File: config.mk
export PLATFORM = sky130hd
export DESIGN_NAME = vga_timing_gen_flat
export DESIGN_NICKNAME = d
export VERILOG_FILES = /design/src/rtl/vga_pkg.sv /design/src/rtl/vga_bus_if.sv /design/src/rtl/vga_axis_counter.sv /design/src/rtl/vga_timing_gen.sv /design/src/flat_wrapper.sv
export SDC_FILE = /design/constraint.sdc
export NUM_CORES = 1
export LEC_CHECK = 0
export CAP_MARGIN = 40
export CORE_ASPECT_RATIO = 1.75
export CORE_MARGIN = 8
export CORE_UTILIZATION = 45
export DETAILED_ROUTE_END_ITERATION = 10
export PLACE_DENSITY = 0.75
export SLEW_MARGIN = 20
export SYNTH_ARGS = -nofsm -noshare
export SYNTH_HDL_FRONTEND = slang
export SYNTH_SLANG_ARGS = --single-unit
export TNS_END_PERCENT = 20
File: constraint.sdc
create_clock -name clk -period 2.9 [get_ports clk]
set_input_delay 0.29 -clock clk [delete_from_list [all_inputs] [get_ports clk]]
set_output_delay 0.29 -clock clk [all_outputs]
set_load 0.02 [all_outputs]
File: src/rtl/vga_pkg.sv
// Shared XGA (1024x768 @ 60 Hz) raster constants and counter type for the vga_bus pipeline.
package vga_pkg;

  localparam int unsigned CNT_W = 11;
  typedef logic [CNT_W-1:0] vga_cnt_t;

  localparam int unsigned H_ACTIVE_DEF = 1024;
  localparam int unsigned H_FP_DEF     = 24;
  localparam int unsigned H_SYNC_DEF   = 136;
  localparam int unsigned H_BP_DEF     = 160;
  localparam int unsigned H_TOTAL      = H_ACTIVE_DEF + H_FP_DEF + H_SYNC_DEF + H_BP_DEF;

  localparam int unsigned V_ACTIVE_DEF = 768;
  localparam int unsigned V_FP_DEF     = 3;
  localparam int unsigned V_SYNC_DEF   = 6;
  localparam int unsigned V_BP_DEF     = 29;
  localparam int unsigned V_TOTAL      = V_ACTIVE_DEF + V_FP_DEF + V_SYNC_DEF + V_BP_DEF;

  localparam logic [11:0] RGB_BLACK = 12'h000;

endpackage

File: src/rtl/vga_bus_if.sv
// Raster bus passed between the timing source and the drawing stages.
interface vga_bus;
  import vga_pkg::*;

  vga_cnt_t    hcount;
  vga_cnt_t    vcount;
  logic        hsync;
  logic        vsync;
  logic        hblnk;
  logic        vblnk;
  logic [11:0] rgb;

  modport master (
    output hcount, vcount, hsync, vsync, hblnk, vblnk, rgb
  );

  modport slave (
    input hcount, vcount, hsync, vsync, hblnk, vblnk, rgb
  );

endinterface

File: src/rtl/vga_axis_counter.sv
// One raster axis: wrapping counter plus blank/sync decode, registered from the next count.
module vga_axis_counter
  import vga_pkg::*;
#(
  parameter int unsigned ACTIVE = H_ACTIVE_DEF,
  parameter int unsigned FP     = H_FP_DEF,
  parameter int unsigned SYNC   = H_SYNC_DEF,
  parameter int unsigned BP     = H_BP_DEF
) (
  input  logic     clk,
  input  logic     rst,
  input  logic     en,
  output vga_cnt_t cnt,
  output logic     wrap,
  output logic     blnk,
  output logic     sync
);

  localparam int unsigned TOTAL = ACTIVE + FP + SYNC + BP;

  localparam vga_cnt_t LAST     = vga_cnt_t'(TOTAL - 1);
  localparam vga_cnt_t BLNK_ON  = vga_cnt_t'(ACTIVE);
  localparam vga_cnt_t SYNC_ON  = vga_cnt_t'(ACTIVE + FP);
  localparam vga_cnt_t SYNC_OFF = vga_cnt_t'(ACTIVE + FP + SYNC);

  vga_cnt_t cnt_next;
  logic     at_last;

  always_comb begin
    at_last  = (cnt == LAST);
    wrap     = en && at_last;
    cnt_next = cnt;
    if (en) begin
      cnt_next = at_last ? '0 : cnt + vga_cnt_t'(1);
    end
  end

  // Flags decode the next count so they line up with the count they are registered beside.
  always_ff @(posedge clk or posedge rst) begin
    if (rst) begin
      cnt  <= '0;
      blnk <= 1'b0;
      sync <= 1'b0;
    end else begin
      cnt  <= cnt_next;
      blnk <= (cnt_next >= BLNK_ON);
      sync <= (cnt_next >= SYNC_ON) && (cnt_next < SYNC_OFF);
    end
  end

endmodule

File: src/rtl/vga_timing_gen.sv
// XGA raster source for the vga_bus pipeline; rgb leaves black.
// Optional completed-frame counter port enabled by VGA_TIMING_FRAME_CNT_EN.
module vga_timing_gen
  import vga_pkg::*;
#(
  parameter int unsigned H_ACTIVE = H_ACTIVE_DEF,
  parameter int unsigned H_FP     = H_FP_DEF,
  parameter int unsigned H_SYNC   = H_SYNC_DEF,
  parameter int unsigned H_BP     = H_BP_DEF,
  parameter int unsigned V_ACTIVE = V_ACTIVE_DEF,
  parameter int unsigned V_FP     = V_FP_DEF,
  parameter int unsigned V_SYNC   = V_SYNC_DEF,
  parameter int unsigned V_BP     = V_BP_DEF
) (
  input  logic        clk,
  input  logic        rst,
  vga_bus.master      bus_out,
  output logic        frame_start
`ifdef VGA_TIMING_FRAME_CNT_EN
  ,
  output logic [15:0] frame_cnt
`endif
);

  logic h_wrap;
  logic v_wrap;

  vga_axis_counter #(
    .ACTIVE (H_ACTIVE),
    .FP     (H_FP),
    .SYNC   (H_SYNC),
    .BP     (H_BP)
  ) u_h (
    .clk  (clk),
    .rst  (rst),
    .en   (1'b1),
    .cnt  (bus_out.hcount),
    .wrap (h_wrap),
    .blnk (bus_out.hblnk),
    .sync (bus_out.hsync)
  );

  vga_axis_counter #(
    .ACTIVE (V_ACTIVE),
    .FP     (V_FP),
    .SYNC   (V_SYNC),
    .BP     (V_BP)
  ) u_v (
    .clk  (clk),
    .rst  (rst),
    .en   (h_wrap),
    .cnt  (bus_out.vcount),
    .wrap (v_wrap),
    .blnk (bus_out.vblnk),
    .sync (bus_out.vsync)
  );

  assign bus_out.rgb = RGB_BLACK;

  // v_wrap only fires on the last pixel of the frame, so the next position is exactly (0,0).
  always_ff @(posedge clk or posedge rst) begin
    if (rst) begin
      frame_start <= 1'b0;
    end else begin
      frame_start <= v_wrap;
    end
  end

`ifdef VGA_TIMING_FRAME_CNT_EN
  always_ff @(posedge clk or posedge rst) begin
    if (rst) begin
      frame_cnt <= '0;
    end else if (v_wrap) begin
      frame_cnt <= frame_cnt + 16'd1;
    end
  end
`endif

endmodule

File: src/flat_wrapper.sv
// flat-port wrapper written by rule: the top's interface ports become plain ports
module vga_timing_gen_flat import vga_pkg::*;
#(
  parameter int unsigned H_ACTIVE = H_ACTIVE_DEF,
  parameter int unsigned H_FP     = H_FP_DEF,
  parameter int unsigned H_SYNC   = H_SYNC_DEF,
  parameter int unsigned H_BP     = H_BP_DEF,
  parameter int unsigned V_ACTIVE = V_ACTIVE_DEF,
  parameter int unsigned V_FP     = V_FP_DEF,
  parameter int unsigned V_SYNC   = V_SYNC_DEF,
  parameter int unsigned V_BP     = V_BP_DEF
)
  (clk, rst, frame_start, bus_out_hcount, bus_out_vcount, bus_out_hsync, bus_out_vsync, bus_out_hblnk, bus_out_vblnk, bus_out_rgb);
  vga_bus bus_out_i ();
  input  logic clk;
  input  logic rst;
  output logic frame_start;
  output wire logic [$bits(bus_out_i.hcount)-1:0] bus_out_hcount;
  output wire logic [$bits(bus_out_i.vcount)-1:0] bus_out_vcount;
  output wire logic [$bits(bus_out_i.hsync)-1:0] bus_out_hsync;
  output wire logic [$bits(bus_out_i.vsync)-1:0] bus_out_vsync;
  output wire logic [$bits(bus_out_i.hblnk)-1:0] bus_out_hblnk;
  output wire logic [$bits(bus_out_i.vblnk)-1:0] bus_out_vblnk;
  output wire logic [$bits(bus_out_i.rgb)-1:0] bus_out_rgb;
  assign bus_out_hcount = bus_out_i.hcount;
  assign bus_out_vcount = bus_out_i.vcount;
  assign bus_out_hsync = bus_out_i.hsync;
  assign bus_out_vsync = bus_out_i.vsync;
  assign bus_out_hblnk = bus_out_i.hblnk;
  assign bus_out_vblnk = bus_out_i.vblnk;
  assign bus_out_rgb = bus_out_i.rgb;
  vga_timing_gen #(.H_ACTIVE(H_ACTIVE), .H_FP(H_FP), .H_SYNC(H_SYNC), .H_BP(H_BP), .V_ACTIVE(V_ACTIVE), .V_FP(V_FP), .V_SYNC(V_SYNC), .V_BP(V_BP)) u_core (.clk(clk), .rst(rst), .bus_out(bus_out_i), .frame_start(frame_start));
endmodule
== Word level (Yosys, flattened, before mapping) ==
Index checks and enable logic that the tools add are counted.
Word-level totals
  register bits after elaboration: 27
  bits of input ports: 2
  output and inout port bits: 39
  logic and storage cells: 23
Operators by class
  $add $sub $neg: 2
  magnitude comparators: 6
  eq/ne operators: 2
  mux-type cells: 3
  reduce and logical (&&, ||, !) cells: 3
Operators with widths (count)
  11-bit two-way mux: 3
  11-bit by 1-bit adder with 11-bit output (second input constant): 2
  11-bit by 10-bit greater-or-equal comparator with 1-bit output (second input constant): 2
  11-bit greater-or-equal comparator (second input constant): 2
  11-bit by 10-bit equality test with 1-bit output (second input constant): 1
  11-bit equality test (second input constant): 1
  11-bit by 10-bit less-than comparator with 1-bit output (second input constant): 1
  11-bit less-than comparator (second input constant): 1
  1-bit logical AND: 3

== Depth between registers and ports, before layout ==
Gate-level depths: netlist of run 1.
  depth after elaboration: 5
  mapped depth: 8
  mapped depth without buffers: 8

== Modules after synthesis ==
A second synthesis of run 1 with hierarchy kept.
Unflattened totals
  cell total of the unflattened synthesis: 184
  area total of the unflattened synthesis: 1734.2 sq um
By module, submodules not included
  vga_axis_counter at u_core.u_v: instances 1, cells each 98, area each 913.4 sq um, seq. area each 325.3 sq um
  vga_axis_counter at u_core.u_h: instances 1, cells each 70, area each 694.4 sq um, seq. area each 300.3 sq um
  vga_timing_gen: instances 1, cells each 16, area each 126.4 sq um, seq. area each 25.0 sq um

== Worst setup path before layout of run 1 ==
No wires, ideal clock.
  kind: register to register
  from: register u_core.u_v.cnt[3]
  to: register u_core.u_v.sync
  setup time: 0.111 ns
  data arrival time: 2.451 ns
  required time: 2.789 ns
  path slack: 0.338 ns
  stages on the path, launching flop included: 7
  buffers on the path: 0
  period minus slack after synthesis: 2.562 ns
  cells stage by stage: dfrtp_1 > or4b_4 > nor4b_4 > or3_1 > o21ai_2 > or4b_4 > a2111oi_2
On the way
  cells in the longest elaborated chain, start to end: 5
  elaborated cells on any way between the ends: 7
  those cells by class: 1 x add/sub; 2 x order compare; 1 x eq/ne; 2 x mux; 1 x reduce/logical
RTL lines
  from (decl): RTL line vga_axis_counter.sv:13  | output vga_cnt_t cnt,
  from (signal assigned): RTL line vga_axis_counter.sv:45  | cnt <= cnt_next;
  11-bit by 10-bit equality test with 1-bit output (*): RTL line vga_axis_counter.sv:30  | at_last = (cnt == LAST);
  11-bit two-way mux (*): RTL line vga_axis_counter.sv:34  | cnt_next = at_last ? '0 : cnt + vga_cnt_t'(1);
  11-bit two-way mux (*): RTL line vga_axis_counter.sv:33  | if (en) begin
  named net u_core.u_v.cnt_next[1]: RTL line vga_axis_counter.sv:26  | vga_cnt_t cnt_next;
  11-bit by 10-bit greater-or-equal comparator with 1-bit output / 11-bit by 10-bit less-than comparator with 1-bit output (equally long branches): RTL line vga_axis_counter.sv:47  | sync <= (cnt_next >= SYNC_ON) && (cnt_next < SYNC_OFF);
  1-bit logical AND (*): RTL line vga_axis_counter.sv:47
  to (signal assigned): RTL line vga_axis_counter.sv:47
  to (decl): RTL line vga_axis_counter.sv:16  | output logic sync
Mark *: on every way through the listed nets, which the timed path passes. The rest lies on a longest branch.

== Worst setup path after layout of run 1 ==
Same ends and word-level chain as after synthesis.

==> flow_summary.html, run 1 <==
<table>
<tr><th>Metric</th><th>Value</th></tr>
<tr><th colspan="2">GRT</th></tr>
<tr><td>Number of global-route vias before repair</td><td>1,284</td></tr>
<tr><td>Antenna violations before repair</td><td>0</td></tr>
<tr><td>Pin count of the biggest net entering global routing</td><td>28</td></tr>
<tr><td>Global Route Usage Sum</td><td>13.1%</td></tr>
<tr><td>Sum of overflow across all layers after global routing</td><td>0</td></tr>
<tr><td>First-pass GRT wire length</td><td>5930 um</td></tr>
<tr><th colspan="2">CTS</th></tr>
<tr><td>Post-cts hold buffer count</td><td>0</td></tr>
<tr><td>Clock tree from TritonCTS</td><td>done</td></tr>
<tr><td>Number of CTS-inserted buffers</td><td>3</td></tr>
<tr><td>Maximum number of buffers from clock root to sink</td><td>2</td></tr>
<tr><td>H-tree depth reported by CTS</td><td>1</td></tr>
<tr><td>Buffer cell driving the clock tree root</td><td>sky130_fd_sc_hd__clkbuf_8</td></tr>
<tr><td>Skew-Pair Late Insertion Delay</td><td>0.27 ns</td></tr>
<tr><td>Clock sink count</td><td>27</td></tr>
<tr><td>Clock transition at the registers of the reported paths</td><td>0.09 ns</td></tr>
<tr><th colspan="2">Synthesis</th></tr>
<tr><td>Seq/Total Area, Yosys</td><td>42.7%</td></tr>
<tr><td>Mapped Avg Cell Area</td><td>10.2 um^2</td></tr>
<tr><td>Count of flip-flops with a built-in enable after synthesis</td><td>0</td></tr>
<tr><td>Dominant cell by count in the synthesized netlist</td><td>sky130_fd_sc_hd__dfrtp_1</td></tr>
<tr><td>Yosys cell types</td><td>49</td></tr>
<tr><td>Most area-consuming cells after synthesis</td><td>sky130_fd_sc_hd__dfrtp_1 43%, sky130_fd_sc_hd__buf_4 5.7%, sky130_fd_sc_hd__xnor2_1 4.4%</td></tr>
<tr><td>Dominant register cell in the synthesized netlist</td><td>sky130_fd_sc_hd__dfrtp_1</td></tr>
<tr><td>Yosys warnings</td><td>0</td></tr>
<tr><td>Number of register bits inferred by synthesis</td><td>27</td></tr>
<tr><td>Mapped Cells</td><td>155</td></tr>
<tr><td>Post-synthesis async set-or-reset flop share</td><td>100%</td></tr>
<tr><td>Top cell types by occurrence after synthesis</td><td>27 x sky130_fd_sc_hd__dfrtp_1, 16 x sky130_fd_sc_hd__nor2_1, 12 x sky130_fd_sc_hd__buf_4, 8 x sky130_fd_sc_hd__nand2_1, 8 x sky130_fd_sc_hd__xnor2_1</td></tr>
<tr><td>Post-Synthesis Cell Area</td><td>about 0.0016 mm^2</td></tr>
<tr><td>Cell taking the most area after synthesis</td><td>sky130_fd_sc_hd__dfrtp_1</td></tr>
<tr><td>Area share of the largest cell type after synthesis</td><td>42.7%</td></tr>
<tr><th colspan="2">Floorplan</th></tr>
<tr><td>Die W</td><td>between 60 and 70 um</td></tr>
<tr><td>Starting utilization of the core area</td><td>47.1%</td></tr>
<tr><td>IO Pins</td><td>41</td></tr>
<tr><td>Row count</td><td>28</td></tr>
<tr><td>Die span in y</td><td>94.5 um</td></tr>
<tr><td>Die area</td><td>0.00575 mm^2</td></tr>
<tr><td>Area of the core</td><td>~0.0034 mm^2</td></tr>
<tr><th colspan="2">Detailed routing</th></tr>
<tr><td>Post-detailed-route DRC marker count</td><td>0</td></tr>
<tr><td>Final wirelength</td><td>3630 um</td></tr>
<tr><td>Average vias per placed instance</td><td>5.51</td></tr>
<tr><td>Drt initial violations</td><td>23</td></tr>
<tr><td>Total number of vias</td><td>1,261</td></tr>
<tr><td>DR pass1 iterations</td><td>4</td></tr>
<tr><td>Post-detailed-route count of antenna-violating nets</td><td>0</td></tr>
<tr><td>Wire length per cell</td><td>15.9 um</td></tr>
<tr><th colspan="2">Placement</th></tr>
<tr><td>Worst slack at placement</td><td>0.178 ns</td></tr>
<tr><td>DP HPWL</td><td>2790 um</td></tr>
<tr><td>Last weighted congestion value of the routability-driven placer</td><td>0.854</td></tr>
<tr><td>Count of port buffers added during placement</td><td>28</td></tr>
<tr><th colspan="2">Critical path</th></tr>
<tr><td>Max FO, Critical Path</td><td>8</td></tr>
<tr><td>Cell repeated most along the worst path</td><td>sky130_fd_sc_hd__or4b_4</td></tr>
<tr><td>Cell with the biggest individual delay on the critical path</td><td>sky130_fd_sc_hd__or4b_4</td></tr>
<tr><td>Category of the worst setup path launch point</td><td>flop</td></tr>
<tr><td>R2R Path Start</td><td>u_core.u_v.cnt[3]</td></tr>
<tr><td>Worst setup path startpoint</td><td>u_core.u_v.cnt[3]</td></tr>
<tr><td>Arr. time, crit path</td><td>about 2.9 ns</td></tr>
<tr><td>Critical Path RT</td><td>3.06 ns</td></tr>
<tr><td>Largest stage delay, worst path</td><td>0.58 ns</td></tr>
<tr><td>Crit. End Element</td><td>flop</td></tr>
<tr><td>Cell-by-cell trace of the critical path</td><td>or4b_4 -&gt; nor4b_4 -&gt; or3_1 -&gt; o21ai_2 -&gt; or4b_4 -&gt; a2111oi_2</td></tr>
<tr><td>Crit path kind</td><td>reg -&gt; reg</td></tr>
<tr><th colspan="2">Power and ir drop</th></tr>
<tr><td>Power per cell area</td><td>323 mW/mm^2</td></tr>
<tr><td>Cell leakage power</td><td>just under 0.8 nW</td></tr>
<tr><td>IR Drop Worst-Case VDD</td><td>0.000224 V</td></tr>
<tr><th colspan="2">Timing</th></tr>
<tr><td>Minimum setup slack in the final design</td><td>approximately 0.14 ns</td></tr>
<tr><td>Max-slew violation total from the final report</td><td>0</td></tr>
<tr><td>Setup repair after global routing missed its margin</td><td>false</td></tr>
<tr><td>Maximum clock frequency</td><td>around 0.36 GHz</td></tr>
<tr><td>Post-Route Skew</td><td>0.00313 ns</td></tr>
<tr><td>Share of the clock period used by the worst path</td><td>95.2%</td></tr>
<tr><td>Setup TNS</td><td>0 ns</td></tr>
<tr><td>Number of setup violations in the final report</td><td>0</td></tr>
<tr><td>Endpoints failing hold</td><td>0</td></tr>
<tr><td>Post-layout minimum cycle time</td><td>2.76 ns</td></tr>
<tr><th colspan="2">Layout</th></tr>
<tr><td>Final layout net count</td><td>190</td></tr>
<tr><td>Multi-input combinational cell area</td><td>806 um^2</td></tr>
<tr><td>Area taken by flip-flops and latches</td><td>about 680 um^2</td></tr>
<tr><td>Finished Core Util</td><td>56.4%</td></tr>
<tr><td>Ratio of cells with drive above 1 in the final layout</td><td>11.4%</td></tr>
<tr><td>Syn-to-layout area delta</td><td>19.7%</td></tr>
<tr><td>Fillers</td><td>318</td></tr>
<tr><td>Antenna diode count</td><td>0</td></tr>
<tr><th colspan="2">Job</th></tr>
<tr><td>Max-cap violations</td><td>0</td></tr>
<tr><th colspan="2">Hold path</th></tr>
<tr><td>Worst hold path class</td><td>in -&gt; async</td></tr>
<tr><th colspan="2">Status</th></tr>
<tr><td>Status</td><td>finished clean</td></tr>
</table>
-- where the power goes --
group	switching [mW]	internal (mW)
Clock	0.115	0.0985
Sequential	0	0.376
Combinational	0.0214	0.00216
Total	0.136	0.477
-- registers in the layout, indices dropped and copies added, names as in the netlist --
| name | flops |
|---|---|
| u_core.u_v.blnk | 1 |
| u_core.u_v.cnt | 11 |
| u_core.u_h.cnt | 11 |
| u_core.frame_start | 1 |
| u_core.u_h.sync | 1 |
| u_core.u_v.sync | 1 |
| u_core.u_h.blnk | 1 |
-- cells by family (layout without fill, tap and decap cells) --
| kind of cell | after synthesis | after routing | synth area share, % |
|---|---|---|---|
| fa+ha+maj | 3 | 3 | 2.37 |
| buf+inv | 21 | 39 | 9.48 |
| flops | 27 | 27 | 42.7 |
| mux | 2 | 2 | 1.34 |
| compound gates | 24 | 24 | 11.7 |
| simple gates | 63 | 63 | 24.5 |
| xor+xnor | 14 | 14 | 7.74 |
| other cells | 1 | 12 | 0.237 |
-- per-stage QoR --
stage	area [um^2]	power [mW]	hold slack, ns	instances
after global routing	1900	0.641	0.388	229
after floorplan	1630	0.415	0.343	166
after detailed placement	1850	0.407	0.509	225
final	1900	0.613	0.357	229
after CTS	1890	0.619	0.380	229
after global placement	1850	0.407	0.508	225
-- timing repair --
action                                  in CTS  in global routing
buffers inserted                             0                  0
endpoints found under the setup margin       0                  1
resized for setup                            0                  1
endpoints found under the hold margin        0                  0
-- layout make-up --
type                            count  area share (%)
Inverter                            5           0.989
Clock buffer                        4            2.37
Multi-Input combinational cell    118            42.5
Tap cell                           45            2.97
Sequential cell                    27            35.6
Timing Repair Buffer               30            15.6
-- per-layer routing --
metal / part of all wire, % / global-route usage [%] / vias up
met5: 0 / 0 / -
met4: 2.6 / 6.46 / 0
met3: 6.3 / 3.00 / 9
met2: 53 / 22.9 / 57
met1: 38 / 14.2 / 600
li1: - / - / 595
-- cell usage in the layout, fill, tap and decap left out, types with 3 or more instances in the layout --
master / n
sky130_fd_sc_hd__clkdlybuf4s50_1: 28
sky130_fd_sc_hd__dfrtp_1: 27
sky130_fd_sc_hd__nor2_1: 16
sky130_fd_sc_hd__conb_1: 12
sky130_fd_sc_hd__nand2_1: 8
sky130_fd_sc_hd__xnor2_1: 8
sky130_fd_sc_hd__nand3_1: 7
sky130_fd_sc_hd__xor2_1: 6
sky130_fd_sc_hd__inv_1: 5
sky130_fd_sc_hd__o21ai_0: 5
sky130_fd_sc_hd__nand4_1: 4
sky130_fd_sc_hd__nor3_1: 3
sky130_fd_sc_hd__a211oi_1: 3
sky130_fd_sc_hd__ha_1: 3
sky130_fd_sc_hd__clkbuf_8: 3
-- worst max-delay path: cells and delay by family (launching register included) --
kind | cells | cell delay [ns]
AO/OA/AOI/OAI | 2 | 0.38
flip-flops | 1 | 0.47
AND/OR/NAND/NOR | 4 | 1.80
-- final timing paths --
check / slack [ns] / depth (start not counted) / end
worst max-delay path: 0.14 / 6 / u_core.u_v.sync
worst min-delay path: 0.36 / 3 / u_core.u_h.blnk
worst max register to register: 0.14 / 6 / u_core.u_v.sync
worst min register to register: 0.53 / 1 / u_core.u_h.cnt[0]
max in group asynchronous: 2.29 / 3 / u_core.u_h.cnt[1]
min in group clk: 0.53 / 1 / u_core.u_h.cnt[0]
Power figures use the tool's default switching activity.
==> inputs of run 2 (changes only) <==
==> constraint.sdc (replaced) <==
create_clock -name clk -period 2.9 [get_ports clk]
set_input_delay 0.435 -clock clk [delete_from_list [all_inputs] [get_ports clk]]
set_output_delay 0.435 -clock clk [all_outputs]
set_load 0.02 [all_outputs]
==> results of run 2 <==
Same layout as run 1 (identical final DEF). Status: finished clean.
Among the figures that moved: hold slack 0.357 ns -> 0.502 ns
